### config.mk
export PLATFORM = sky130hd
export DESIGN_NAME = mdu_flat
export DESIGN_NICKNAME = d
export VERILOG_FILES = /design/src/rtl/mdu_if.sv /design/src/rtl/mdu.sv /design/src/flat_wrapper.sv
export SDC_FILE = /design/constraint.sdc
export NUM_CORES = 1
export LEC_CHECK = 0
export CAP_MARGIN = 10
export CORE_MARGIN = 8
export CORE_UTILIZATION = 63
export CTS_BUF_LIST = sky130_fd_sc_hd__clkbuf_4 sky130_fd_sc_hd__clkbuf_8
export CTS_CLUSTER_DIAMETER = 150
export DETAILED_ROUTE_END_ITERATION = 6
export PLACE_DENSITY_LB_ADDON = 0.2
export SLEW_MARGIN = 10
export SYNTH_ARGS = -nofsm -noshare
export SYNTH_HDL_FRONTEND = slang
export SYNTH_SLANG_ARGS = --single-unit
### constraint.sdc
create_clock -name clk -period 9.75 [get_ports clk]
set_input_delay 0.975 -clock clk [delete_from_list [all_inputs] [get_ports clk]]
set_output_delay 0.975 -clock clk [all_outputs]
set_load 0.1 [all_outputs]
### src/rtl/mdu_if.sv
// ---------------------------------------------------------------------------
// mdu_if -- operand / result bundle between the execute stage and the mdu.
//
// Signals
//   start      request to begin the operation selected by MDOp
//   MDOp[1:0]  00 MULTU, 01 DIVU, 10 MULT, 11 DIV
//   num_1      multiplicand / dividend
//   num_2      multiplier / divisor
//   hi_we      mthi write enable (IDLE only)
//   lo_we      mtlo write enable (IDLE only)
//   wdata      data for mthi / mtlo
//   busy       an operation is in progress
//   done       one-cycle pulse: HI/LO were just updated by an operation
//   div_zero   the last divide had num_2 == 0
//   hi, lo     HI / LO registers
//
// Modports
//   master  the controller side (drives requests, observes results)
//   slave   the mdu itself
// ---------------------------------------------------------------------------
interface mdu_if;
    logic        start;
    logic [1:0]  MDOp;
    logic [31:0] num_1;
    logic [31:0] num_2;
    logic        hi_we;
    logic        lo_we;
    logic [31:0] wdata;
    logic        busy;
    logic        done;
    logic        div_zero;
    logic [31:0] hi;
    logic [31:0] lo;

    modport master (
        output start, MDOp, num_1, num_2, hi_we, lo_we, wdata,
        input  busy, done, div_zero, hi, lo
    );

    modport slave (
        input  start, MDOp, num_1, num_2, hi_we, lo_we, wdata,
        output busy, done, div_zero, hi, lo
    );
endinterface

### src/rtl/mdu.sv
// ---------------------------------------------------------------------------
// mdu -- iterative multiply / divide unit with HI/LO result registers.
//
// Ports
//   clk    system clock, all state changes on the rising edge
//   rst_n  synchronous active-low reset
//   md     mdu_if.slave bundle (start/MDOp/num_1/num_2/hi_we/lo_we/wdata in,
//          busy/done/div_zero/hi/lo out)
//
// Operation
//   The start edge latches the operands, then ITER (=32) edges each perform
//   one shift-add (multiply) or one restoring-divide step on a shared 64-bit
//   accumulator. HI/LO are written only on the final edge, together with a
//   one-cycle done pulse; busy covers exactly the ITER cycles in between.
//
// Configuration macro
//   MDU_SIGNED_EN  when defined, MDOp 10/11 are signed MULT/DIV: the core
//                  runs on operand magnitudes and the sign fix-up is applied
//                  combinationally at the final write. When undefined,
//                  MDOp[1] is ignored.
// ---------------------------------------------------------------------------
module mdu #(
    parameter int ITER = 32
) (
    input  logic  clk,
    input  logic  rst_n,
    mdu_if.slave  md
);
    localparam logic [4:0] LAST_CNT = 5'(ITER - 1);

    typedef enum logic {S_IDLE, S_BUSY} state_t;

    state_t      state_q,   state_d;
    logic [4:0]  cnt_q,     cnt_d;
    // Multiply: {partial product, remaining multiplier bits}.
    // Divide:   {partial remainder, dividend bits / quotient bits}.
    logic [63:0] acc_q,     acc_d;
    // Multiplicand magnitude for multiply, divisor magnitude for divide.
    logic [31:0] opnd_q,    opnd_d;
    // Raw dividend, returned in HI on divide by zero.
    logic [31:0] num1_q,    num1_d;
    logic        is_div_q,  is_div_d;
    logic        neg_res_q, neg_res_d;
    logic        neg_rem_q, neg_rem_d;
    logic [31:0] hi_q,      hi_d;
    logic [31:0] lo_q,      lo_d;
    logic        busy_q,    busy_d;
    logic        done_q,    done_d;
    logic        dz_q,      dz_d;

    // Operand preparation
    logic        signed_op;
    logic        sgn_a, sgn_b;
    logic [31:0] mag_a, mag_b;

    // One iteration of the datapath
    logic [32:0] add_sum;
    logic [32:0] shifted;
    logic [32:0] diff;
    logic [63:0] step;

    // Final result with sign fix-up
    logic [63:0] prod;
    logic [31:0] quo, rem;

`ifdef MDU_SIGNED_EN
    assign signed_op = md.MDOp[1];
`else
    assign signed_op = 1'b0;
    logic unused_mdop1;
    assign unused_mdop1 = md.MDOp[1];
`endif

    always_comb begin
        sgn_a = signed_op & md.num_1[31];
        sgn_b = signed_op & md.num_2[31];
        mag_a = sgn_a ? (~md.num_1 + 32'd1) : md.num_1;
        mag_b = sgn_b ? (~md.num_2 + 32'd1) : md.num_2;
    end

    always_comb begin
        // Shift-add: conditionally add the multiplicand into the upper half,
        // then shift the 65-bit {carry, acc} right by one.
        add_sum = {1'b0, acc_q[63:32]} + {1'b0, (acc_q[0] ? opnd_q : 32'd0)};
        // Restoring divide: the remainder shifted left with the next dividend
        // bit is 33 bits wide, so a 33-bit subtract decides the quotient bit.
        shifted = acc_q[63:31];
        diff    = shifted - {1'b0, opnd_q};
        if (is_div_q) begin
            if (diff[32]) begin
                step = {shifted[31:0], acc_q[30:0], 1'b0};
            end else begin
                step = {diff[31:0], acc_q[30:0], 1'b1};
            end
        end else begin
            step = {add_sum, acc_q[31:1]};
        end
    end

    always_comb begin
        prod = neg_res_q ? (~step + 64'd1) : step;
        quo  = neg_res_q ? (~step[31:0] + 32'd1) : step[31:0];
        rem  = neg_rem_q ? (~step[63:32] + 32'd1) : step[63:32];
    end

    always_comb begin
        state_d   = state_q;
        cnt_d     = cnt_q;
        acc_d     = acc_q;
        opnd_d    = opnd_q;
        num1_d    = num1_q;
        is_div_d  = is_div_q;
        neg_res_d = neg_res_q;
        neg_rem_d = neg_rem_q;
        hi_d      = hi_q;
        lo_d      = lo_q;
        busy_d    = busy_q;
        done_d    = 1'b0;
        dz_d      = dz_q;

        case (state_q)
            S_IDLE: begin
                if (md.start) begin
                    // A start on the same edge as mthi/mtlo drops the write.
                    state_d   = S_BUSY;
                    cnt_d     = 5'd0;
                    busy_d    = 1'b1;
                    dz_d      = 1'b0;
                    is_div_d  = md.MDOp[0];
                    num1_d    = md.num_1;
                    neg_res_d = sgn_a ^ sgn_b;
                    neg_rem_d = sgn_a;
                    if (md.MDOp[0]) begin
                        acc_d  = {32'd0, mag_a};
                        opnd_d = mag_b;
                    end else begin
                        acc_d  = {32'd0, mag_b};
                        opnd_d = mag_a;
                    end
                end else begin
                    if (md.hi_we) hi_d = md.wdata;
                    if (md.lo_we) lo_d = md.wdata;
                end
            end
            S_BUSY: begin
                acc_d = step;
                cnt_d = cnt_q + 5'd1;
                if (cnt_q == LAST_CNT) begin
                    state_d = S_IDLE;
                    busy_d  = 1'b0;
                    done_d  = 1'b1;
                    if (is_div_q) begin
                        if (opnd_q == 32'd0) begin
                            lo_d = 32'hFFFF_FFFF;
                            hi_d = num1_q;
                            dz_d = 1'b1;
                        end else begin
                            lo_d = quo;
                            hi_d = rem;
                        end
                    end else begin
                        lo_d = prod[31:0];
                        hi_d = prod[63:32];
                    end
                end
            end
            default: state_d = S_IDLE;
        endcase
    end

    always_ff @(posedge clk) begin
        if (!rst_n) begin
            state_q   <= S_IDLE;
            cnt_q     <= 5'd0;
            acc_q     <= 64'd0;
            opnd_q    <= 32'd0;
            num1_q    <= 32'd0;
            is_div_q  <= 1'b0;
            neg_res_q <= 1'b0;
            neg_rem_q <= 1'b0;
            hi_q      <= 32'd0;
            lo_q      <= 32'd0;
            busy_q    <= 1'b0;
            done_q    <= 1'b0;
            dz_q      <= 1'b0;
        end else begin
            state_q   <= state_d;
            cnt_q     <= cnt_d;
            acc_q     <= acc_d;
            opnd_q    <= opnd_d;
            num1_q    <= num1_d;
            is_div_q  <= is_div_d;
            neg_res_q <= neg_res_d;
            neg_rem_q <= neg_rem_d;
            hi_q      <= hi_d;
            lo_q      <= lo_d;
            busy_q    <= busy_d;
            done_q    <= done_d;
            dz_q      <= dz_d;
        end
    end

    assign md.busy     = busy_q;
    assign md.done     = done_q;
    assign md.div_zero = dz_q;
    assign md.hi       = hi_q;
    assign md.lo       = lo_q;
endmodule

### src/flat_wrapper.sv
// flat-port wrapper written by rule: the top's interface ports become plain ports
module mdu_flat 
#(
    parameter int ITER = 32
)
  (clk, rst_n, md_start, md_MDOp, md_num_1, md_num_2, md_hi_we, md_lo_we, md_wdata, md_busy, md_done, md_div_zero, md_hi, md_lo);
  mdu_if md_i ();
  input  logic clk;
  input  logic rst_n;
  input wire logic [$bits(md_i.start)-1:0] md_start;
  input wire logic [$bits(md_i.MDOp)-1:0] md_MDOp;
  input wire logic [$bits(md_i.num_1)-1:0] md_num_1;
  input wire logic [$bits(md_i.num_2)-1:0] md_num_2;
  input wire logic [$bits(md_i.hi_we)-1:0] md_hi_we;
  input wire logic [$bits(md_i.lo_we)-1:0] md_lo_we;
  input wire logic [$bits(md_i.wdata)-1:0] md_wdata;
  output wire logic [$bits(md_i.busy)-1:0] md_busy;
  output wire logic [$bits(md_i.done)-1:0] md_done;
  output wire logic [$bits(md_i.div_zero)-1:0] md_div_zero;
  output wire logic [$bits(md_i.hi)-1:0] md_hi;
  output wire logic [$bits(md_i.lo)-1:0] md_lo;
  assign md_i.start = md_start;
  assign md_i.MDOp = md_MDOp;
  assign md_i.num_1 = md_num_1;
  assign md_i.num_2 = md_num_2;
  assign md_i.hi_we = md_hi_we;
  assign md_i.lo_we = md_lo_we;
  assign md_i.wdata = md_wdata;
  assign md_busy = md_i.busy;
  assign md_done = md_i.done;
  assign md_div_zero = md_i.div_zero;
  assign md_hi = md_i.hi;
  assign md_lo = md_i.lo;
  mdu #(.ITER(ITER)) u_core (.clk(clk), .rst_n(rst_n), .md(md_i));
endmodule
==> results by group <==
Run status
  – Status: finished clean

Global routing
  – Global-route usage over all layers: a little over a third
  – Vias in the first global route: around 14000
  – Total grt overflow: 0
  – Antenna violations before repair: 1
  – First-pass GRT wire length: about 76000 microns
  – Largest net degree at the start of global routing: just under 100

Worst setup path
  – Delay-heaviest family, CP: compound AO/OA/AOI/OAI gates
  – Setup CP Type: reg2reg
  – WP data required: roughly 10000 ps
  – Reg2reg path depth: 13
  – Reg2reg start: u_core.acc_q[0]
  – Max Fanout on Critical Path: 34
  – CP most frequent cell: a211oi_1
  – Crit end category: flip-flop
  – Max stage delay on crit path: between 700 and 800 ps
  – Critical path depth: 13
  – Worst path slowest cell: dfxtp_1
  – CP Cell Sequence: and2_1 -> ha_1 -> fa_1 -> a211oi_1 -> nor4_1 -> a211oi_1 -> o41ai_1 -> o211a_1 -> o21a_1 -> o21ai_0 -> a211oi_1 -> a21oi_1 -> o21ai_0
  – Buf/Inv on CP: 0
  – Worst setup endpoint: u_core.acc_q[63]
  – Critical path arrival: between 4000 and 5000 ps
  – Crit start category: flip-flop
  – Crit. Startpoint: u_core.acc_q[0]
  – Worst reg2reg endpoint: u_core.acc_q[63]
  – R2r setup slk: ~5300 ps

Floorplan
  – Die ar.: ~27000 sq um
  – Core Region: roughly 22000 sq um
  – Die W: around 160 microns
  – Die H: around 160 microns
  – Ports: 170
  – Initial Utilization: a little under two thirds
  – # rows: 54

Synthesis
  – Fraction of registers with async set/reset: 0%
  – Seq/Total Area, Yosys: between 20% and 30%
  – Post-Syn Area: 13700 sq um
  – Post-synth EDFFs: 0
  – Most frequent cell after synthesis: nand2_1
  – Area leader, netlist: dfxtp_1
  – Unique masters post-synth: between 70 and 80
  – Top-area cell type share of the netlist area: 29.5%
  – Syn Area/Cell: around 7.5 sq um
  – YS warnings: 0
  – Cells after Synth: between 1500 and 2000
  – Synth Flop Type: dfxtp_1
  – Ranking of synthesized cells by area: dfxtp_1, a21oi_1, mux2i_1
  – Syn nets: between 2000 and 2500
  – Synthesized flop and latch total: around 200
  – Synth top cells by count: nand2_1, a21oi_1, dfxtp_1

Layout
  – Ant diodes: 0
  – Multi-input gate area: around 9000 sq um
  – Share of layout cells above drive strength 1: 5.78%
  – Register area: about 4100 sq um
  – Final net count: 2106
  – # fillers: about 1800
  – Final instance area: between 15000 and 20000 sq um
  – Syn-to-layout area delta: 17.2%

Route
  – Antenna Nets Post-Route: 0
  – DR WL/cell: between 20 and 25 microns
  – WL final: slightly below 50000 microns
  – Via/cell ratio: approximately 6.4
  – Pre-Repair DR Iteration Count: 6
  – Via count: between 10000 and 15000
  – Drc violations: 0
  – First DRT Iteration DRCs: between 1500 and 2000

Timing
  – Max-slew headroom: between 10% and 20%
  – Final-report hold violation count: 0
  – Setup TNS: 0 ps
  – Slew Viols, Final: 0
  – RSZ-0062 raised after global routing: no
  – Worst hold slack: 454 ps
  – Maximum clock rate: 227 MHz
  – Setup violators final: 0
  – Fin crit share: a little under half
  – Slew @ Worst Pin: roughly 1200 ps
  – Tmin final: approximately 4400 ps
  – Final Skew: approximately 23 ps

Pwr
  – Power share of the combinational group: 32.3%
  – Power density cells: roughly 160 nW/um^2
  – Internal power: roughly 1.6 mW
  – Leak: 6.62 nW
  – Sw Ratio: between 30% and 40%
  – Flop pwr share: between 30% and 40%
  – Worst vdd ir: 0.118 mV
  – Clock power frac: 30.6%
  – Sw Pwr: between 0.9 and 1 mW
  – Tot Pwr: around 2.6 mW

Clock network
  – Hold-fix buffers, CTS: 0
  – CTS tree: yes
  – CTS max path bufs: 3
  – Clock Sinks: 202
  – Total CTS buffers: 35
  – CTS resizes: 0
  – Clk_lat worst skew: between 500 and 600 ps
  – Post-CTS setup buffers: 0
  – H-Tree Level Count: 2
  – Root Buffer: clkbuf_8
  – Reg clk slew, reported paths: roughly 60 ps

Worst hold path
  – HP Class: reg2reg

Place
  – Gpl congestion: approximately 0.96
  – DP Area: roughly 15000 sq um
  – IO buf count: about 170
  – HPWL Detailed: 35600 microns

Flow run
  – Maximum capacitance violations: 0
[worst min path at each step]
| stage | slack (ps) | startpoint | to | cells past startpoint |
|---|---|---|---|---|
| after floorplan | 430 | u_core.num1_q[0] | u_core.num1_q[0] | 2 |
| after global placement | 440 | u_core.md.hi[4] | u_core.md.hi[4] | 2 |
| after detailed placement | 450 | u_core.num1_q[0] | u_core.num1_q[0] | 2 |
| after CTS | 450 | u_core.num1_q[0] | u_core.num1_q[0] | 2 |
| after global routing | 470 | u_core.num1_q[13] | u_core.num1_q[13] | 2 |
| final | 450 | u_core.num1_q[13] | u_core.num1_q[13] | 2 |
[layout make-up]
class / instances / share of cell area, %
multi-input combinational: 1454 / 55.8
sequential: 202 / 25.2
timing repair buffer: 187 / 11.3
clock buffer: 53 / 4.07
tap: 280 / 2.18
inverter: 55 / 1.28
clock inverter: 5 / 0.210
[cells in the final DEF (no fill, tap or decap), types with 37 or more instances in the layout]
| cell | Yosys | final |
|---|---|---|
| clkdlybuf4s50_1 | 0 | 165 |
| nor3_1 | 42 | 42 |
| inv_1 | 54 | 53 |
| nand2_1 | 254 | 254 |
| dfxtp_1 | 202 | 200 |
| a21o_1 | 37 | 37 |
| nor2_1 | 155 | 153 |
| ha_1 | 66 | 66 |
| o21ai_0 | 172 | 172 |
| a211oi_1 | 52 | 52 |
| mux2i_1 | 110 | 110 |
| a21oi_1 | 228 | 227 |
| and2_1 | 40 | 40 |
| clkbuf_8 | 0 | 41 |
[state kept, by name, summed over array words and instances, names as in the netlist, 5 cells and up]
register and flops:
u_core.acc_q 64, u_core.md.hi 32, u_core.md.lo 32, u_core.num1_q 32, u_core.opnd_q 32, u_core.cnt_q 5
[worst register-to-register path: cells and delay by family, from the launching register on]
family / cells / cell delay [ps]
flip-flops: 1 / 710
AND/OR/NAND/NOR: 2 / 460
AO/OA/AOI/OAI: 9 / 2430
adder cells (fa/ha/maj): 2 / 700
[power groups by stage]
stage	Sequential (mW)	Combinational, mW	Clock, mW
final	0.951	0.826	0.785
after global routing	0.955	0.884	0.820
after CTS	0.947	0.808	0.783
after detailed placement	0.964	0.800	0
after global placement	0.962	0.789	0
after floorplan	1.05	0.464	0
[routing by layer]
layer	part of all wire, %	global-route usage [%]
met1	42	48.7
met2	43	53.4
met3	12	9.93
met4	2.4	10.1
met5	0.016	0
[cell families (layout without fill, tap and decap cells)]
group                    after synthesis  after routing  synth area share (%)
multiplexers                         118            118                  8.68
adder cells (fa/ha/maj)               68             68                  6.31
XOR/XNOR                              55             55                  3.56
buffers and inverters                185            300                  5.35
AND/OR/NAND/NOR                      590            590                  19.1
flip-flops                           202            202                  29.5
AO/OA/AOI/OAI                        623            623                  27.6
[per-stage QoR]
stage,utilization (%),std cells,setup WS (ps)
after floorplan,-,1841,6570
after global placement,71.2,2178,5500
after detailed placement,71.2,2178,5460
after CTS,74.4,2236,5430
after global routing,74.4,2236,5070
final,74.4,2236,5340
Note: power is estimated with default switching activity, not from simulation.
